**src/rtl/math_multiplier_carrysave_pkg.sv**
```systemverilog
// Shared constants for the carry-save array multiplier.
// Holds the default operand width used by the top.
package math_multiplier_carrysave_pkg;

   localparam int MUL_N_DEFAULT = 4;

endpackage

```
**src/rtl/math_multiplier_carrysave_fa.sv**
```systemverilog
// One-bit full adder cell.
// Used in both the carry-save array and the final ripple row.
module math_multiplier_carrysave_fa
   import math_multiplier_carrysave_pkg::*;
(
   input  logic x,
   input  logic y,
   input  logic cin,
   output logic s,
   output logic cout
);

   assign s    = x ^ y ^ cin;
   assign cout = (x & y) | (cin & (x ^ y));

endmodule

```
**src/rtl/math_multiplier_carrysave.sv**
```systemverilog
// Unsigned NxN carry-save array multiplier.
// Combinational array plus ripple merge, one output register.
module math_multiplier_carrysave
   import math_multiplier_carrysave_pkg::*;
#(
   parameter int N = MUL_N_DEFAULT
) (
   input  logic           clk,
   input  logic           rst_n,
   input  logic [N-1:0]   a,
   input  logic [N-1:0]   b,
   output logic [2*N-1:0] p
);

   logic [N-1:0]   prod_lo;
   logic [N-1:0]   prod_hi;
   logic [2*N-1:0] p_d;
   logic [2*N-1:0] p_q;

   genvar i, j, k;

   // Row i: sum bit j and carry bit j both weigh i+j and i+j+1.
   for (i = 0; i < N; i++) begin : gen_row
      logic [N-1:0] pp;
      logic [N-1:0] sum;
      logic [N-1:0] cry;

      assign pp = a & {N{b[i]}};

      if (i == 0) begin : gen_init
         assign sum = pp;
         assign cry = '0;
      end else begin : gen_csa
         for (j = 0; j < N; j++) begin : gen_col
            logic y_in;

            // Top cell has no shifted sum above it.
            if (j < N - 1) begin : gen_mid
               assign y_in = gen_row[i-1].sum[j+1];
            end else begin : gen_top
               assign y_in = 1'b0;
            end

            math_multiplier_carrysave_fa u_fa (
               .x    (pp[j]),
               .y    (y_in),
               .cin  (gen_row[i-1].cry[j]),
               .s    (sum[j]),
               .cout (cry[j])
            );
         end
      end

      assign prod_lo[i] = sum[0];
   end

   // Ripple merge of the last row's sum and carry vectors.
   for (k = 0; k < N - 1; k++) begin : gen_rca
      logic ci;
      logic co;

      if (k == 0) begin : gen_lsb
         assign ci = 1'b0;
      end else begin : gen_chain
         assign ci = gen_rca[k-1].co;
      end

      math_multiplier_carrysave_fa u_fa (
         .x    (gen_row[N-1].sum[k+1]),
         .y    (gen_row[N-1].cry[k]),
         .cin  (ci),
         .s    (prod_hi[k]),
         .cout (co)
      );
   end

   // Product < 2^(2N), so these two can never both be set.
   assign prod_hi[N-1] = gen_row[N-1].cry[N-1] | gen_rca[N-2].co;

   // Assemble the full product for the output register.
   always_comb begin
      p_d = {prod_hi, prod_lo};
   end

   // Load the product every edge; async clear on reset.
   always_ff @(posedge clk or negedge rst_n) begin
      if (!rst_n) begin
         p_q <= '0;
      end else begin
         p_q <= p_d;
      end
   end

   assign p = p_q;

endmodule

```
**config.mk**
```make
export PLATFORM = sky130hd
export DESIGN_NAME = math_multiplier_carrysave
export DESIGN_NICKNAME = d
export VERILOG_FILES = /design/src/rtl/math_multiplier_carrysave_pkg.sv /design/src/rtl/math_multiplier_carrysave_fa.sv /design/src/rtl/math_multiplier_carrysave.sv
export SDC_FILE = /design/constraint.sdc
export NUM_CORES = 1
export LEC_CHECK = 0
export ABC_AREA = 1
export CORE_AREA = 8 8 45 47
export CTS_CLUSTER_SIZE = 24
export DETAILED_ROUTE_END_ITERATION = 8
export DIE_AREA = 0 0 53 55
export PLACE_DENSITY = 0.74
export SYNTH_ARGS = -nofsm -noshare
export SYNTH_HDL_FRONTEND = slang
export SYNTH_SLANG_ARGS = --single-unit
```
**constraint.sdc**
```tcl
create_clock -name clk -period 0.9 [get_ports clk]
set_input_delay 0.27 -clock clk [delete_from_list [all_inputs] [get_ports clk]]
set_output_delay 0.27 -clock clk [all_outputs]
set_load 0.1 [all_outputs]
```
# Word level (Yosys, flattened, before mapping)
# Index checks and enable logic that the tools add are counted.
op_classes:
  reduce_logical: 0
  n_bitwise: 52
  multipliers: 0
  shift: 0
  n_eq_ne: 0
  div: 0
  n_addsub: 0
  mux: 0
  magnitude_cmp: 0
op_table:
  columns: ["cell", "count"]
  rows:
  - ["1-bit AND", 20]
  - ["1-bit bitwise XOR", 20]
  - ["4-bit AND", 4]
  - ["1-bit bitwise OR", 8]
totals:
  n_memories: 0
  register_bits: 8
  out_inout_bits: 8
  latch_bits: 0
  rom_bits: 0
  ram_bits: 0

# Longest topological paths before layout
depth:
  depth_word: 12
  mapped_depth: 10
  depth_no_buf: 10

# Hierarchy
# Synthesis repeated with hierarchy kept, for this count alone.
hier_totals:
  hier_cells: 59
  hier_area_um2: 635.6
by_module_without_submodules:
  columns: ["mod", "cells_per_inst", "instances", "area_each_um2"]
  rows:
  - ["math_multiplier_carrysave", 44, 1, 335.3]
  - ["math_multiplier_carrysave_fa", 1, 15, 20.0]

# Worst setup path after synthesis
# OpenSTA, ideal clock, no wires.
synth_timing:
  path_kind: "input-to-reg"
  from: "in b[1]"
  to: "reg p_q[6] (netlist: p[6])"
  arrival_time_ps: 2544
  path_stages: 10
  setup_slack_ps: -1779
  path_buffers: 0
  required_ps: 765
  setup_ps: 135
  path_cell_list: "nand2_1 inv_1 ha_1 inv_1 fa_1 inv_1 fa_1 ha_1 fa_1 fa_1"
synth_via:
  elab_chain_len: 11
  word_cells_on_any_way: 39
  classes_between: "bitwise: 39"
synth_rtl:
  columns: ["item", "line_no", "text"]
  rows:
  - ["from (decl)", "math_multiplier_carrysave.sv:11", "input logic [N-1:0] b,"]
  - ["4-bit AND (*)", "math_multiplier_carrysave.sv:28", "assign pp = a & {N{b[i]}};"]
  - ["1-bit bitwise XOR", null, null]
  - ["1-bit bitwise XOR, on equally long branches", "math_multiplier_carrysave_fa.sv:14, math_multiplier_carrysave_fa.sv:13", null]
  - ["1-bit AND or 1-bit bitwise XOR (tied branches)", "math_multiplier_carrysave_fa.sv:14, math_multiplier_carrysave_fa.sv:13", null]
  - ["1-bit bitwise OR or 1-bit bitwise XOR (tied branches)", "math_multiplier_carrysave_fa.sv:14", "assign cout = (x & y) | (cin & (x ^ y));"]
  - ["1-bit AND", "math_multiplier_carrysave_fa.sv:14", null]
  - ["1-bit bitwise OR", "math_multiplier_carrysave_fa.sv:14", null]
  - ["1-bit AND or 1-bit bitwise XOR (tied branches)", "math_multiplier_carrysave_fa.sv:14", null]
  - ["1-bit AND", "math_multiplier_carrysave_fa.sv:14", null]
  - ["1-bit bitwise OR", "math_multiplier_carrysave_fa.sv:14", null]
  - ["1-bit bitwise XOR (*)", "math_multiplier_carrysave_fa.sv:13", "assign s = x ^ y ^ cin;"]
  - ["named net gen_rca[2].u_fa.s", "math_multiplier_carrysave_fa.sv:9", "output logic s,"]
  - ["to (signal assigned)", "math_multiplier_carrysave.sv:90", "p_q <= p_d;"]
  - ["to (decl)", "math_multiplier_carrysave.sv:18", "logic [2*N-1:0] p_q;"]
# Mark *: on every way through the listed nets, which the timed path passes. The rest lies on a longest branch.

# Worst setup path after layout
# Ends and elaborated chain as after synthesis.

==> results.sh <==
export IMPL_path_buf_inv=4
export IMPL_routed_wl_met3_microns=140
export IMPL_start_util_pct=39.7
export IMPL_top_layer="met4"
export IMPL_slowest_delay_ps=530
export IMPL_yosys_warnings=0
export IMPL_cp_required_ps=1080
export IMPL_crit_top_cell="fa_2"
export IMPL_via_count=467
export IMPL_setup_violations=14
export IMPL_holdBufCountCts=0
export IMPL_worstPathArrival_ps=2710
export IMPL_place_gp_congestion=0.744
export IMPL_grt_overflow_total=0
export IMPL_cp_cell_sequence="buf_12, nand2_4, inv_4, ha_4, inv_2, fa_2, inv_2, fa_2, ha_4, fa_2, fa_2"
export IMPL_cts_buffer_depth=2
export IMPL_cts_made_buffers=3
export IMPL_drive_gt1_share_pct=75.3
export IMPL_period_share_pct=281
export IMPL_violations="negative setup slack"
export IMPL_die_h_microns=55
export IMPL_cpMaxStageDelayCell="fa_2"
export IMPL_status="finished with violations"
export IMPL_wl_per_cell_microns=12.9
export IMPL_place_area_sq_um=977
export IMPL_cp_end_kind="flop"
export IMPL_max_cap_viol_count=0
export IMPL_hold_viol_final=0
export IMPL_final_cell_mix="inv_2 (13), nand2_1 (10), buf_4 (10)"
export IMPL_dieArea_sq_um=2920
export IMPL_netlist_area_sq_um=549
export IMPL_worstSetupPathType="in2reg"
export IMPL_synth_avg_cell_area_sq_um=9.64
export IMPL_crit_fanout=4
export IMPL_hold_path_class="in2async"
export IMPL_total_leakage_power_nw=0.540
export IMPL_drc_errors=0
export IMPL_clk_pin_slew_ps=50
export IMPL_peakVddDrop_v=0.00121
export IMPL_final_common_cell="inv_2"
export IMPL_worstSetupStartpointType="input port"
export IMPL_cts_root_buf="clkbuf_4"
export IMPL_largest_reg_flops=8
export IMPL_io_buffers=17
export IMPL_drt_vias_per_instance=4.45
export IMPL_ios=18
export IMPL_synth_nets=79
export IMPL_dp_hpwl_mm=1.07
export IMPL_period_minus_slack_ps=2530
export IMPL_worst_pin_slew_ps=134
export IMPL_coreArea_sq_um=1380
export IMPL_slew_headroom_pct=91.0
export IMPL_cp_top_family="adder cells"
export IMPL_grtUsageTotal_pct=10.4
export IMPL_antenna_found_initial=0
export IMPL_fmax_mhz=396
export IMPL_cts_tree="done"
export IMPL_netlist_cell_type_count=5
export IMPL_grt_max_degree=5
export IMPL_synth_seq_area_share_pct=36.4
export IMPL_finalNetCount=113
export IMPL_pre_cts_slack_ps=-2440
export IMPL_grt_setup_unrepaired="true"
export IMPL_grt_pass1_wl_mm=2.15
export IMPL_syn_inst=57
export IMPL_drtIter0Drc=5
export IMPL_area_delta_synth_final_pct=98.9
export IMPL_ant_nets=0
export IMPL_die_w_microns=53
export IMPL_setup_ws_ps=-1630
export IMPL_clock_sinks=8
export IMPL_final_max_slew_violation_count=0
export IMPL_grt_pass1_vias=517
export IMPL_antenna_cells=0
export IMPL_dr_wl_met2_microns=716
export IMPL_drt_wl_total_mm=1.35
export IMPL_powerDensity_nw_per_um2=1800
export IMPL_drt_pass1_iterations=2
export IMPL_ys_seq_elements=8
export IMPL_cp_depth=11
export IMPL_h_tree_depth=1
export IMPL_met1Wirelength_microns=440
export IMPL_fp_row_count=14
export IMPL_fin_area_sq_um=1090
[logic make-up (layout without fill, tap and decap cells)]
| kind of cell | count (synthesis) | after routing | share of synthesized area, % |
|---|---|---|---|
| adders and majority gates | 12 | 12 | 38.3 |
| DFF | 8 | 8 | 36.4 |
| buffers and inverters | 21 | 53 | 14.4 |
| and+or+nand+nor | 16 | 16 | 10.9 |
[cell type report]
cell class                      instances  area [sq um]
Clock buffer                            3          22.5
Inverter                               21          81.3
Fill cell                              85           292
Tap cell                               16          20.0
Sequential cell                         8           230
Timing Repair Buffer                   29           370
Multi-Input combinational cell         28           368
[where the power goes]
group          internal (mW)  leakage [nW]  switching (mW)
Sequential             0.474        0.0891          0.0543
Clock                  0.152        0.0138           0.113
Combinational          0.452         0.437           0.720
Total                   1.08         0.540           0.887
[repair_timing]
action,CTS,global route
gates resized for setup,48,14
endpoints found under the setup margin,16,14
setup buffers,1,1
pin swaps,10,5
[Yosys cell counts]
master | instances | area share [%]
inv_1 | 21 | 14
nand2_1 | 16 | 11
ha_1 | 4 | 9.1
dfrtp_1 | 8 | 36
fa_1 | 8 | 29
[through the flow]
stage | std cells | hold slack (ps) | TNS [ps] | total power [mW] | util, %
2_1_floorplan | 57 | -25.6 | -6890 | 1.16 | -
3_3_place_gp | 100 | 579 | -11820 | 1.62 | 70.6
3_5_place_dp | 100 | 576 | -12190 | 1.65 | 70.6
4_1_cts | 104 | 314 | -8430 | 1.96 | 76.1
5_1_grt | 105 | 330 | -8670 | 2.06 | 78.9
6_report | 105 | 314 | -8380 | 1.97 | 78.9
[final timing paths]
check	from	endpoint	slack [ps]
setup / recovery	b[1]	p[6]	-1630
max in group asynchronous	rst_n	p[3]	470
hold / removal	rst_n	p[4]	310
min in group clk	b[0]	p[0]	320
[metal layers]
layer  global-route usage [%]  up-vias
li1                         -      221
met5                        0        -
met4                     7.33        0
met2                     20.1       22
met3                     3.74        7
met1                     8.54      217
Power figures use the tool's default switching activity.
==> patch: new RTL, same settings <==
The package constant `MUL_N_DEFAULT` goes from 4 to 5.
--- a/src/rtl/math_multiplier_carrysave_pkg.sv
+++ b/src/rtl/math_multiplier_carrysave_pkg.sv
@@ -3,5 +3,5 @@
 package math_multiplier_carrysave_pkg;
 
-   localparam int MUL_N_DEFAULT = 4;
+   localparam int MUL_N_DEFAULT = 5;
 
 endpackage
Ports: changed (resized a, b and p); port bits go from 18 to 22. The function was not compared with the original's and may differ.
==> patch against the original RTL <==
The run now fails in detailed placement (3_5_place_dp); area after synthesis rose by 49%.
==> patch: results (changes against the original RTL) <==
failing step = detailed placement (3_5_place_dp)
syn nets = 117 (was 79)
tool error = [ERROR DPL-0033] detailed placement checks failed during check placement.
Synth Register Bits = 10 (was 8)
Commonest cells post-synth = inv_1, nand2_1, fa_1, dfrtp_1, ha_1 (was inv_1, nand2_1, dfrtp_1, fa_1, ha_1)
fraction of registers with async set/reset = 100.0% (unchanged)
# port buffers = 21 (was 17)
Unique masters post-synth = 5 (unchanged)
Seq/Total Area, Yosys = 30.53% (was 36.45%)
routability cong. = 0.8126 (was 0.7436)
status = aborted with a tool error (was finished, violations left)
Final HPWL DP = 3.273 mm (was 1.074 mm)
Syn. warnings = 0 (unchanged)
Area contributors post-synth = fa_1, dfrtp_1, inv_1, nand2_1, ha_1 (was dfrtp_1, fa_1, inv_1, nand2_1, ha_1)
Main synth FF type = dfrtp_1 (unchanged)
Syn Area/Cell = 9.642 sq um (was 9.636 sq um)
patch: cell count changes after synthesis:
| cell | change |
|---|---|
| nand2_1 | +9 |
| inv_1 | +9 |
| dfrtp_1 | +2 |
| ha_1 | +1 |
| fa_1 | +7 |
patch: kinds of logic after synthesis:
family	share of synthesized area, %
adders and majority gates	44.28
buffers and inverters	13.74
DFF	30.53
and+or+nand+nor	11.45
patch: stage by stage:
step / hold slack (ns) / worst slack, ns / TNS [ns] / instance area, sq um
after floorplan: -0.02559 / -2.496 / -13.00 / 945.9
after global placement: 0.6047 / -3.158 / -19.04 / 1379
